===== src/rtl/snake_pkg.sv =====
// Shared types and constants for the snake game controller.
package snake_pkg;

    typedef enum logic [1:0] {
        DIR_UP    = 2'b00,
        DIR_DOWN  = 2'b01,
        DIR_LEFT  = 2'b10,
        DIR_RIGHT = 2'b11
    } dir_t;

    // Encoding chosen so IDLE/PLAY/DEAD map straight onto the game_state port.
    typedef enum logic [1:0] {
        ST_IDLE = 2'b00,
        ST_PLAY = 2'b01,
        ST_DEAD = 2'b10,
        ST_MOVE = 2'b11
    } state_t;

    localparam logic [1:0] PIX_NONE = 2'b00;
    localparam logic [1:0] PIX_HEAD = 2'b01;
    localparam logic [1:0] PIX_BODY = 2'b10;
    localparam logic [1:0] PIX_WALL = 2'b11;

    localparam int GRID_W  = 40;
    localparam int GRID_H  = 30;
    localparam int START_X = 20;
    localparam int START_Y = 15;

    function automatic logic is_opposite(input dir_t a, input dir_t b);
        case (a)
            DIR_UP:    return b == DIR_DOWN;
            DIR_DOWN:  return b == DIR_UP;
            DIR_LEFT:  return b == DIR_RIGHT;
            default:   return b == DIR_LEFT;
        endcase
    endfunction

endpackage


===== src/rtl/snake_tick.sv =====
// Move-rate timer: counts 0..TICK_DIV-1 while enabled, pulses wrap on the last count.
module snake_tick #(
    parameter int TICK_DIV = 12_500_000
) (
    input  logic clk,
    input  logic rst,
    input  logic clr,
    input  logic en,
    output logic wrap
);
    localparam int CNT_W = (TICK_DIV > 2) ? $clog2(TICK_DIV) : 1;

    logic [CNT_W-1:0] cnt_q, cnt_d;

    assign wrap = en && (cnt_q == CNT_W'(TICK_DIV - 1));

    always_comb begin
        cnt_d = cnt_q;
        if (clr)
            cnt_d = '0;
        else if (en)
            cnt_d = wrap ? '0 : cnt_q + CNT_W'(1);
    end

    always_ff @(posedge clk) begin
        if (rst)
            cnt_q <= '0;
        else
            cnt_q <= cnt_d;
    end

endmodule


===== src/rtl/snake_ctrl.sv =====
// Snake game controller: body state, move scheduling, collisions, apple eating, pixel query.
// state | meaning: IDLE wait for start; PLAY tick counting; MOVE one-cycle step; DEAD frozen until start
module snake_ctrl
    import snake_pkg::*;
#(
    parameter int TICK_DIV = 12_500_000,
    parameter int MAX_LEN  = 16,
    parameter int INIT_LEN = 3,
    parameter int GRID_W   = snake_pkg::GRID_W,
    parameter int GRID_H   = snake_pkg::GRID_H
) (
    input  logic       clk,
    input  logic       rst,
    input  logic       start,
    input  logic       key_up,
    input  logic       key_down,
    input  logic       key_left,
    input  logic       key_right,
    input  logic [9:0] x_pos,
    input  logic [9:0] y_pos,
    input  logic [5:0] apple_x,
    input  logic [4:0] apple_y,
    output logic [1:0] snake,
    output logic       apple_req,
    output logic [7:0] score,
    output logic [1:0] game_state
);
    localparam int LEN_W = $clog2(MAX_LEN + 1);

    state_t           state_q, state_d;
    dir_t             dir_q, dir_d, pend_q, pend_d, key_dir;
    logic [LEN_W-1:0] len_q, len_d, new_len;
    logic [7:0]       score_q, score_d;
    logic             apple_req_q, apple_req_d;
    logic [1:0]       pix_q, pix_d, game_state_q, game_state_d;
    logic [5:0]       seg_x_q [MAX_LEN];
    logic [5:0]       seg_x_d [MAX_LEN];
    logic [4:0]       seg_y_q [MAX_LEN];
    logic [4:0]       seg_y_d [MAX_LEN];
    logic [5:0]       nx, cell_x;
    logic [4:0]       ny, cell_y;
    logic             key_vld, wall_hit, self_hit, eat, grow, body_hit, tick_wrap;

    snake_tick #(.TICK_DIV(TICK_DIV)) u_tick (
        .clk  (clk),
        .rst  (rst),
        .clr  (state_q != ST_PLAY),
        .en   (state_q == ST_PLAY),
        .wrap (tick_wrap)
    );

    always_comb begin
        state_d     = state_q;
        dir_d       = dir_q;
        pend_d      = pend_q;
        len_d       = len_q;
        score_d     = score_q;
        apple_req_d = 1'b0;
        seg_x_d     = seg_x_q;
        seg_y_d     = seg_y_q;

        key_vld = key_up | key_down | key_left | key_right;
        key_dir = key_up ? DIR_UP : key_down ? DIR_DOWN : key_left ? DIR_LEFT : DIR_RIGHT;
        if (state_q != ST_DEAD && key_vld && !is_opposite(key_dir, dir_q))
            pend_d = key_dir;

        nx = seg_x_q[0];
        ny = seg_y_q[0];
        case (pend_q)
            DIR_UP:   ny = seg_y_q[0] - 5'd1;
            DIR_DOWN: ny = seg_y_q[0] + 5'd1;
            DIR_LEFT: nx = seg_x_q[0] - 6'd1;
            default:  nx = seg_x_q[0] + 6'd1;
        endcase
        wall_hit = (nx == 6'd0) || (nx == 6'(GRID_W - 1)) || (ny == 5'd0) || (ny == 5'(GRID_H - 1));
        eat      = (nx == apple_x) && (ny == apple_y);
        grow     = eat && (len_q < LEN_W'(MAX_LEN));
        new_len  = grow ? len_q + LEN_W'(1) : len_q;

        // The tail normally vacates this step, so it only blocks the head when growing.
        self_hit = 1'b0;
        for (int i = 0; i < MAX_LEN; i++)
            if ((i < int'(len_q) - 1 || (grow && i == int'(len_q) - 1)) &&
                seg_x_q[i] == nx && seg_y_q[i] == ny)
                self_hit = 1'b1;

        case (state_q)
            ST_IDLE: if (start) state_d = ST_PLAY;
            ST_PLAY: if (tick_wrap) state_d = ST_MOVE;
            ST_MOVE: begin
                dir_d = pend_q;
                if (wall_hit || self_hit) begin
                    state_d = ST_DEAD;
                end else begin
                    state_d = ST_PLAY;
                    len_d   = new_len;
                    if (eat) begin
                        apple_req_d = 1'b1;
                        if (score_q != 8'hFF) score_d = score_q + 8'd1;
                    end
                    for (int i = 1; i < MAX_LEN; i++) begin
                        seg_x_d[i] = (i < int'(new_len)) ? seg_x_q[i-1] : 6'd0;
                        seg_y_d[i] = (i < int'(new_len)) ? seg_y_q[i-1] : 5'd0;
                    end
                    seg_x_d[0] = nx;
                    seg_y_d[0] = ny;
                end
            end
            default: if (start) begin
                state_d = ST_PLAY;
                dir_d   = DIR_RIGHT;
                pend_d  = DIR_RIGHT;
                len_d   = LEN_W'(INIT_LEN);
                score_d = 8'd0;
                for (int i = 0; i < MAX_LEN; i++) begin
                    seg_x_d[i] = (i < INIT_LEN) ? 6'(START_X - i) : 6'd0;
                    seg_y_d[i] = (i < INIT_LEN) ? 5'(START_Y) : 5'd0;
                end
            end
        endcase

        game_state_d = (state_d == ST_MOVE) ? 2'(ST_PLAY) : 2'(state_d);
    end

    always_comb begin
        cell_x   = x_pos[9:4];
        cell_y   = y_pos[8:4];
        body_hit = 1'b0;
        for (int i = 1; i < MAX_LEN; i++)
            if (i < int'(len_q) && seg_x_q[i] == cell_x && seg_y_q[i] == cell_y)
                body_hit = 1'b1;
        pix_d = PIX_NONE;
        if (x_pos >= 10'd640 || y_pos >= 10'd480)
            pix_d = PIX_NONE;
        else if (cell_x == 6'd0 || cell_x == 6'(GRID_W - 1) || cell_y == 5'd0 || cell_y == 5'(GRID_H - 1))
            pix_d = PIX_WALL;
        else if (cell_x == seg_x_q[0] && cell_y == seg_y_q[0])
            pix_d = PIX_HEAD;
        else if (body_hit)
            pix_d = PIX_BODY;
    end

    always_ff @(posedge clk) begin
        if (rst) begin
            state_q      <= ST_IDLE;
            dir_q        <= DIR_RIGHT;
            pend_q       <= DIR_RIGHT;
            len_q        <= LEN_W'(INIT_LEN);
            score_q      <= 8'd0;
            apple_req_q  <= 1'b0;
            pix_q        <= PIX_NONE;
            game_state_q <= 2'b00;
            for (int i = 0; i < MAX_LEN; i++) begin
                seg_x_q[i] <= (i < INIT_LEN) ? 6'(START_X - i) : 6'd0;
                seg_y_q[i] <= (i < INIT_LEN) ? 5'(START_Y) : 5'd0;
            end
        end else begin
            state_q      <= state_d;
            dir_q        <= dir_d;
            pend_q       <= pend_d;
            len_q        <= len_d;
            score_q      <= score_d;
            apple_req_q  <= apple_req_d;
            pix_q        <= pix_d;
            game_state_q <= game_state_d;
            seg_x_q      <= seg_x_d;
            seg_y_q      <= seg_y_d;
        end
    end

    assign snake      = pix_q;
    assign apple_req  = apple_req_q;
    assign score      = score_q;
    assign game_state = game_state_q;

endmodule


===== config.mk =====
export PLATFORM = sky130hd
export DESIGN_NAME = snake_ctrl
export DESIGN_NICKNAME = d
export VERILOG_FILES = /design/src/rtl/snake_pkg.sv /design/src/rtl/snake_tick.sv /design/src/rtl/snake_ctrl.sv
export SDC_FILE = /design/constraint.sdc
export NUM_CORES = 1
export LEC_CHECK = 0
export BUFFER_PORTS_ARGS = -buffer_cell sky130_fd_sc_hd__buf_2
export CAP_MARGIN = 20
export CORE_MARGIN = 3
export CORE_UTILIZATION = 50
export CTS_CLUSTER_SIZE = 8
export DETAILED_ROUTE_END_ITERATION = 12
export GPL_ROUTABILITY_DRIVEN = 0
export PLACE_DENSITY = 0.66
export SYNTH_ARGS = -nofsm -noshare
export SYNTH_HDL_FRONTEND = slang
export SYNTH_SLANG_ARGS = --single-unit

===== constraint.sdc =====
create_clock -name clk -period 12.5 [get_ports clk]
set_input_delay 3.125 -clock clk [delete_from_list [all_inputs] [get_ports clk]]
set_output_delay 3.125 -clock clk [all_outputs]
set_load 0.1 [all_outputs]

Yosys cells after proc, flatten, opt, wreduce, memory -nomap -nowiden
Cells that the tools add are included.

storage, ports and cells
  input port bits = 38
  output and inout bits = 13
  flip-flop bits (word level) = 224
  word-level logic and storage cells = 432

cells by class
  equal/unequal tests = 102
  reductions and logical operators = 129
  muxes and demuxes = 97
  bitwise operators = 5
  add/sub/neg operators = 8
  $lt $le $gt $ge = 49

operators by type and width
  cell                   number
  $eq 6x6->1             33
  $mux 96                2
  $pmux 96 s2            1
  $eq 5x5->1             33
  $mux 80                2
  $pmux 80 s2            1
  $mux 5                 18
  $mux 6                 15
  $logic_and 1x1->1      84
  $lt 4x5->1 const A     16
  $eq 5x6->1 const A     8
  $lt 5x6->1 const A     8
  $lt 3x5->1 const A     8
  $mux 1                 34
  $logic_not 32->1       1
  $mux 8                 4
  $add 24x1->24 const B  1
  $eq 24x24->1 const B   1
  $eq 4x6->1 const A     4
  $logic_or 1x1->1       24
  $lt 4x6->1 const A     4
  $mux 2                 12
  $mux 24                1
  $lt 2x5->1 const A     4
  39 further kinds       71

Logic depth before layout (Yosys ltp)
  depth in word-level cells = 31
  depth in mapped cells = 23

By module
A second synthesis with hierarchy kept.

second synthesis, totals
  cells, all modules = 2,053
  area, all modules = 16,274.4 um^2

modules (own cells, without submodules)
  module      cells an instance  instances  area each (um^2)
  snake_ctrl  1,915              1          15,094.5
  snake_tick  138                1          1,179.9

Least setup slack after synthesis
No wires, ideal clock.

  path kind = input to register
  from = in apple_x[4]
  to = reg seg_y_q[71] in the netlist's numbering
  slack = 6.541 ns
  required time = 12.372 ns
  buffers on the path = 1
  arrival time = 5.831 ns
  stages on the path = 12
  cells stage by stage = xnor2_1 nand2_1 o41a_1 nor4_2 nand2_1 o32ai_1 a2111oi_0 and4bb_2 a31oi_4 nand2_1 buf_2 a2bb2oi_1

on the way
  word-level cells in the longest chain between the ends = 26
  elaborated cells between the ends (all ways) = 91
  those cells by class = order compare (1); eq/ne (2); mux (20); reduce/logical (68)

RTL lines
  what                               line               text
  start, declared                    snake_ctrl.sv:21   input logic [5:0] apple_x,
  $eq 6x6->1 *                       snake_ctrl.sv:76   eat = (nx == apple_x) && (ny == apple_y);
  $logic_and 1x1->1 *                snake_ctrl.sv:76
  $logic_and 1x1->1 *                snake_ctrl.sv:77   grow = eat && (len_q < LEN_W'(MAX_LEN));
  $logic_and 1x1->1                  snake_ctrl.sv:83   if ((i < int'(len_q) - 1 || (grow && i == int'(len_q) - 1)) &&
  $logic_or 1x1->1                   snake_ctrl.sv:83
  $logic_and 1x1->1                  snake_ctrl.sv:83
  $logic_and 1x1->1                  snake_ctrl.sv:84   seg_x_q[i] == nx && seg_y_q[i] == ny)
  $mux 1 (16 in series)              snake_ctrl.sv:83
  $logic_or 1x1->1                   snake_ctrl.sv:92   if (wall_hit || self_hit) begin
  $ne 2x2->1 (no source line)        n/a
  $reduce_and 3->1 (no source line)  n/a
  end signal, assigned by index      snake_ctrl.sv:155  seg_y_q[i] <= (i < INIT_LEN) ? 5'(START_Y) : 5'd0;
  end signal, assigned               snake_ctrl.sv:167  seg_y_q <= seg_y_d;
  end, declared                      snake_ctrl.sv:38   logic [4:0] seg_y_q [MAX_LEN];

Mark *: on every way between the ends. The rest lies on a longest branch, timed or not. The select of a mux whose other input is x is not followed.
A chain may end at the register's enable or synchronous reset.

Final worst setup path
  from = in apple_x[4]
  to = reg seg_x_q[92] in the netlist's numbering

on the way
  word-level cells in the longest chain between the ends = 26
  elaborated cells between the ends (all ways) = 86
  those cells by class = eq/ne (2); mux (16); reduce/logical (68)

RTL lines
  what                                 line               text
  $eq 6x6->1 *                         snake_ctrl.sv:76
  $logic_and 1x1->1 *                  snake_ctrl.sv:76
  $logic_and 1x1->1 *                  snake_ctrl.sv:77
  $logic_and 1x1->1                    snake_ctrl.sv:83
  $logic_or 1x1->1                     snake_ctrl.sv:83
  $logic_and 1x1->1                    snake_ctrl.sv:83
  $logic_and 1x1->1                    snake_ctrl.sv:84
  $mux 1 (15 in series)                snake_ctrl.sv:83
  $mux 1 *                             snake_ctrl.sv:83
  $logic_or 1x1->1 *                   snake_ctrl.sv:92
  $ne 2x2->1 (no source line) *        n/a
  $reduce_and 3->1 (no source line) *  n/a
  end signal, assigned by index        snake_ctrl.sv:154  seg_x_q[i] <= (i < INIT_LEN) ? 6'(START_X - i) : 6'd0;
  end signal, assigned                 snake_ctrl.sv:166  seg_x_q <= seg_x_d;
  end, declared                        snake_ctrl.sv:36   logic [5:0] seg_x_q [MAX_LEN];

Mark *: on every way between the ends. The rest lies on a longest branch, timed or not.

==> impl_metrics.env <==
export IMPL_status="finished, final reports clean"
export IMPL_yosys_warnings=0
export IMPL_drtPass1Iterations=8
export IMPL_grt_pass1_vias=14200
export IMPL_crit_type="input port to flip-flop"
export IMPL_period_minus_slack_ps=7430
export IMPL_ys_ff_latch=224
export IMPL_synth_top_cells_by_count="dfxtp_1, xnor2_1, xor2_1"
export IMPL_layout_drive_gt1_share_pct=8.43
export IMPL_rsz0062_at_grt="no"
export IMPL_io_pins=51
export IMPL_vias_per_cell=6.69
export IMPL_yosysTopAreaCell="dfxtp_1"
export IMPL_maxCapViolCount=0
export IMPL_path_clk_slew_ps=60
export IMPL_routed_wirelength_um=55300
export IMPL_chipWidth_um=182
export IMPL_end_kind="flip-flop"
export IMPL_post_dp_cell_area_sq_mm=0.0157
export IMPL_clock_latency_ps=510
export IMPL_num_vias=15100
export IMPL_min_path_type="flip-flop to flip-flop"
export IMPL_cts_max_path_buffers=3
export IMPL_cts_inserted_buffers=34
export IMPL_grt_pass1_wl_um=84300
export IMPL_worst_pin_slew_ps=1090
export IMPL_nNetsFinal=1909
export IMPL_ys_seq_area_share_pct=28.9
export IMPL_holdBufCountCts=0
export IMPL_fin_skew_ps=20.0
export IMPL_drv_slew=0
export IMPL_syn_area_per_cell_sq_um=8.08
export IMPL_ctsResizeCount=0
export IMPL_cts_setup_buffers=0
export IMPL_synthCells=1918
export IMPL_synth_most_common_cell="dfxtp_1"
export IMPL_critical_path_arrival_ps=7760
export IMPL_cts_tree="done"
export IMPL_grt_max_degree=103
export IMPL_core_area_sq_mm=0.0301
export IMPL_required_ps=12830
export IMPL_cts_sinks=224
export IMPL_crit_fanout=66
export IMPL_grt_overflow_total=0
export IMPL_period_share_pct=59.5
export IMPL_ys_flop_type="dfxtp_1"
export IMPL_async_flop_share_pct=0
export IMPL_p_per_area_mw_per_mm2=103
export IMPL_drt_iter0_drc=1951
export IMPL_dpl_hpwl_um=37000
export IMPL_synth_edf_count=0
export IMPL_clock_fmax_mhz=135
export IMPL_power_w=0.00171
export IMPL_synth_area_sq_mm=0.0155
export IMPL_gr_usage_all_layers_pct=32.3
export IMPL_io_buffers=42
export IMPL_relSlewSlack_pct=27.6
export IMPL_p_leak_nw=5.93
export IMPL_area_growth_pct=7.31
export IMPL_clock_root_buffer="clkbuf_16"
export IMPL_synth_top_area_share_pct=28.9
export IMPL_fin_setup_tns_ps=0
export IMPL_core_rowCount=63
export IMPL_antenna_found_initial=1
export IMPL_h_tree_depth=2
export IMPL_remaining_drc_errors=0
export IMPL_synth_net_count=1968
export IMPL_setup_viol=0
export IMPL_die_area_sq_mm=0.0332
export IMPL_hold_ws_ps=444
export IMPL_ys_top_cells_by_area="dfxtp_1, xnor2_1, xor2_1"
export IMPL_hold_violations=0
export IMPL_ys_types=88
export IMPL_detail_route_antenna_nets=0
export IMPL_cp_start_kind="input port"
export IMPL_start_util_pct=51.5
export IMPL_die_h_um=182
export IMPL_stdcell_area_sq_mm=0.0166
export IMPL_ir_worst_vdd_v=0.0000675
export IMPL_wl_per_cell_um=24.5
[cell families (layout without fill, tap and decap cells)]
logic type	count (synthesis)	after routing	synth area share (%)
AO/OA/AOI/OAI	392	392	17.9
XOR/XNOR	399	399	22.9
AND/OR/NAND/NOR	676	676	22.5
multiplexers	15	15	1.05
buffers and inverters	200	145	5.71
flip-flops	224	224	28.9
other	0	1	0
adder cells (fa/ha/maj)	12	12	1.02
[worst max-delay path, cell delays in order]
cell and delay [ps]:
buf_2 110, xnor2_1 300, mux2_2 220, o22ai_1 60, nand2b_1 200, nor4_2 900
nand2_1 450, o32ai_1 470, a2111oi_0 150, nand2b_1 190, o31ai_4 80, buf_4 290
nor2_8 290, buf_4 620, a221oi_1 210
[metal layers]
layer,vias to the layer above,share of wire (%),track usage [%]
met4,0,5.7,15.8
met1,7154,41,43.2
met5,-,0,0
li1,6722,-,-
met2,966,42,48.8
met3,230,11,7.83
[cell usage in the layout (no fill, tap or decap), drive strengths merged, types with 7 or more instances in the layout]
cell type | synthesis | routed
inv | 26 | 27
nand2 | 161 | 161
nor4 | 46 | 46
o22ai | 9 | 9
mux2 | 7 | 7
or4 | 15 | 15
a2111oi | 12 | 12
a211oi | 8 | 8
or3 | 20 | 20
a22oi | 7 | 7
clkbuf | 90 | 38
a31oi | 26 | 26
nor2b | 12 | 12
nor3 | 59 | 59
nand3 | 126 | 126
nand4 | 61 | 61
buf | 83 | 78
a21oi | 63 | 63
mux2i | 8 | 8
nand2b | 14 | 14
a221oi | 7 | 7
a22o | 78 | 78
and2 | 9 | 9
o31ai | 8 | 8
and3 | 19 | 19
a2bb2oi | 15 | 15
xor2 | 176 | 176
xnor2 | 219 | 219
dfxtp | 224 | 224
or2 | 8 | 8
nor2 | 97 | 97
ha | 11 | 11
o21ai | 96 | 96
nor3b | 8 | 8
[area by class of cell]
cell class | count | area (sq um)
fillers | 2823 | 13500
inverters | 27 | 101
clock inverters | 2 | 16.3
flip-flops and latches | 224 | 4490
clock buffers | 38 | 887
multi-input cells | 1494 | 10200
well taps | 390 | 488
repair buffers | 78 | 480
diodes | 1 | 2.50
[path summary, 6_finish.rpt]
path	startpoint	to	slack [ps]	cells past startpoint
worst min-delay path	u_tick.cnt_q[0]	u_tick.cnt_q[0]	440	1
worst min register to register	u_tick.cnt_q[0]	u_tick.cnt_q[0]	440	1
worst max register to register	pend_q[1]	seg_x_q[92]	5540	17
worst max-delay path	apple_x[4]	seg_x_q[92]	5070	15
[per-stage QoR]
stage,utilization [%],setup WS (ps),cells
floorplan,-,6540,1918
global placement,52.2,4690,2213
detailed placement,52.2,4630,2213
CTS,55.2,5170,2253
global route,55.3,4850,2254
finish,55.3,5070,2254
[power breakdown]
group | internal [W] | switching [W]
combinational | 0.0000578 | 0.000120
clock | 0.000494 | 0.000321
sequential | 0.000717 | 0.00000399
total | 0.00127 | 0.000445
[registers in the layout, indices dropped and copies added (netlist names), 2 cells and up]
register / count
seg_y_q: 80
game_state: 2
pend_q: 2
dir_q: 2
state_q: 2
score: 8
snake: 2
seg_x_q: 96
len_q: 5
u_tick.cnt_q: 24
Note: power is estimated with default switching activity, not from simulation.
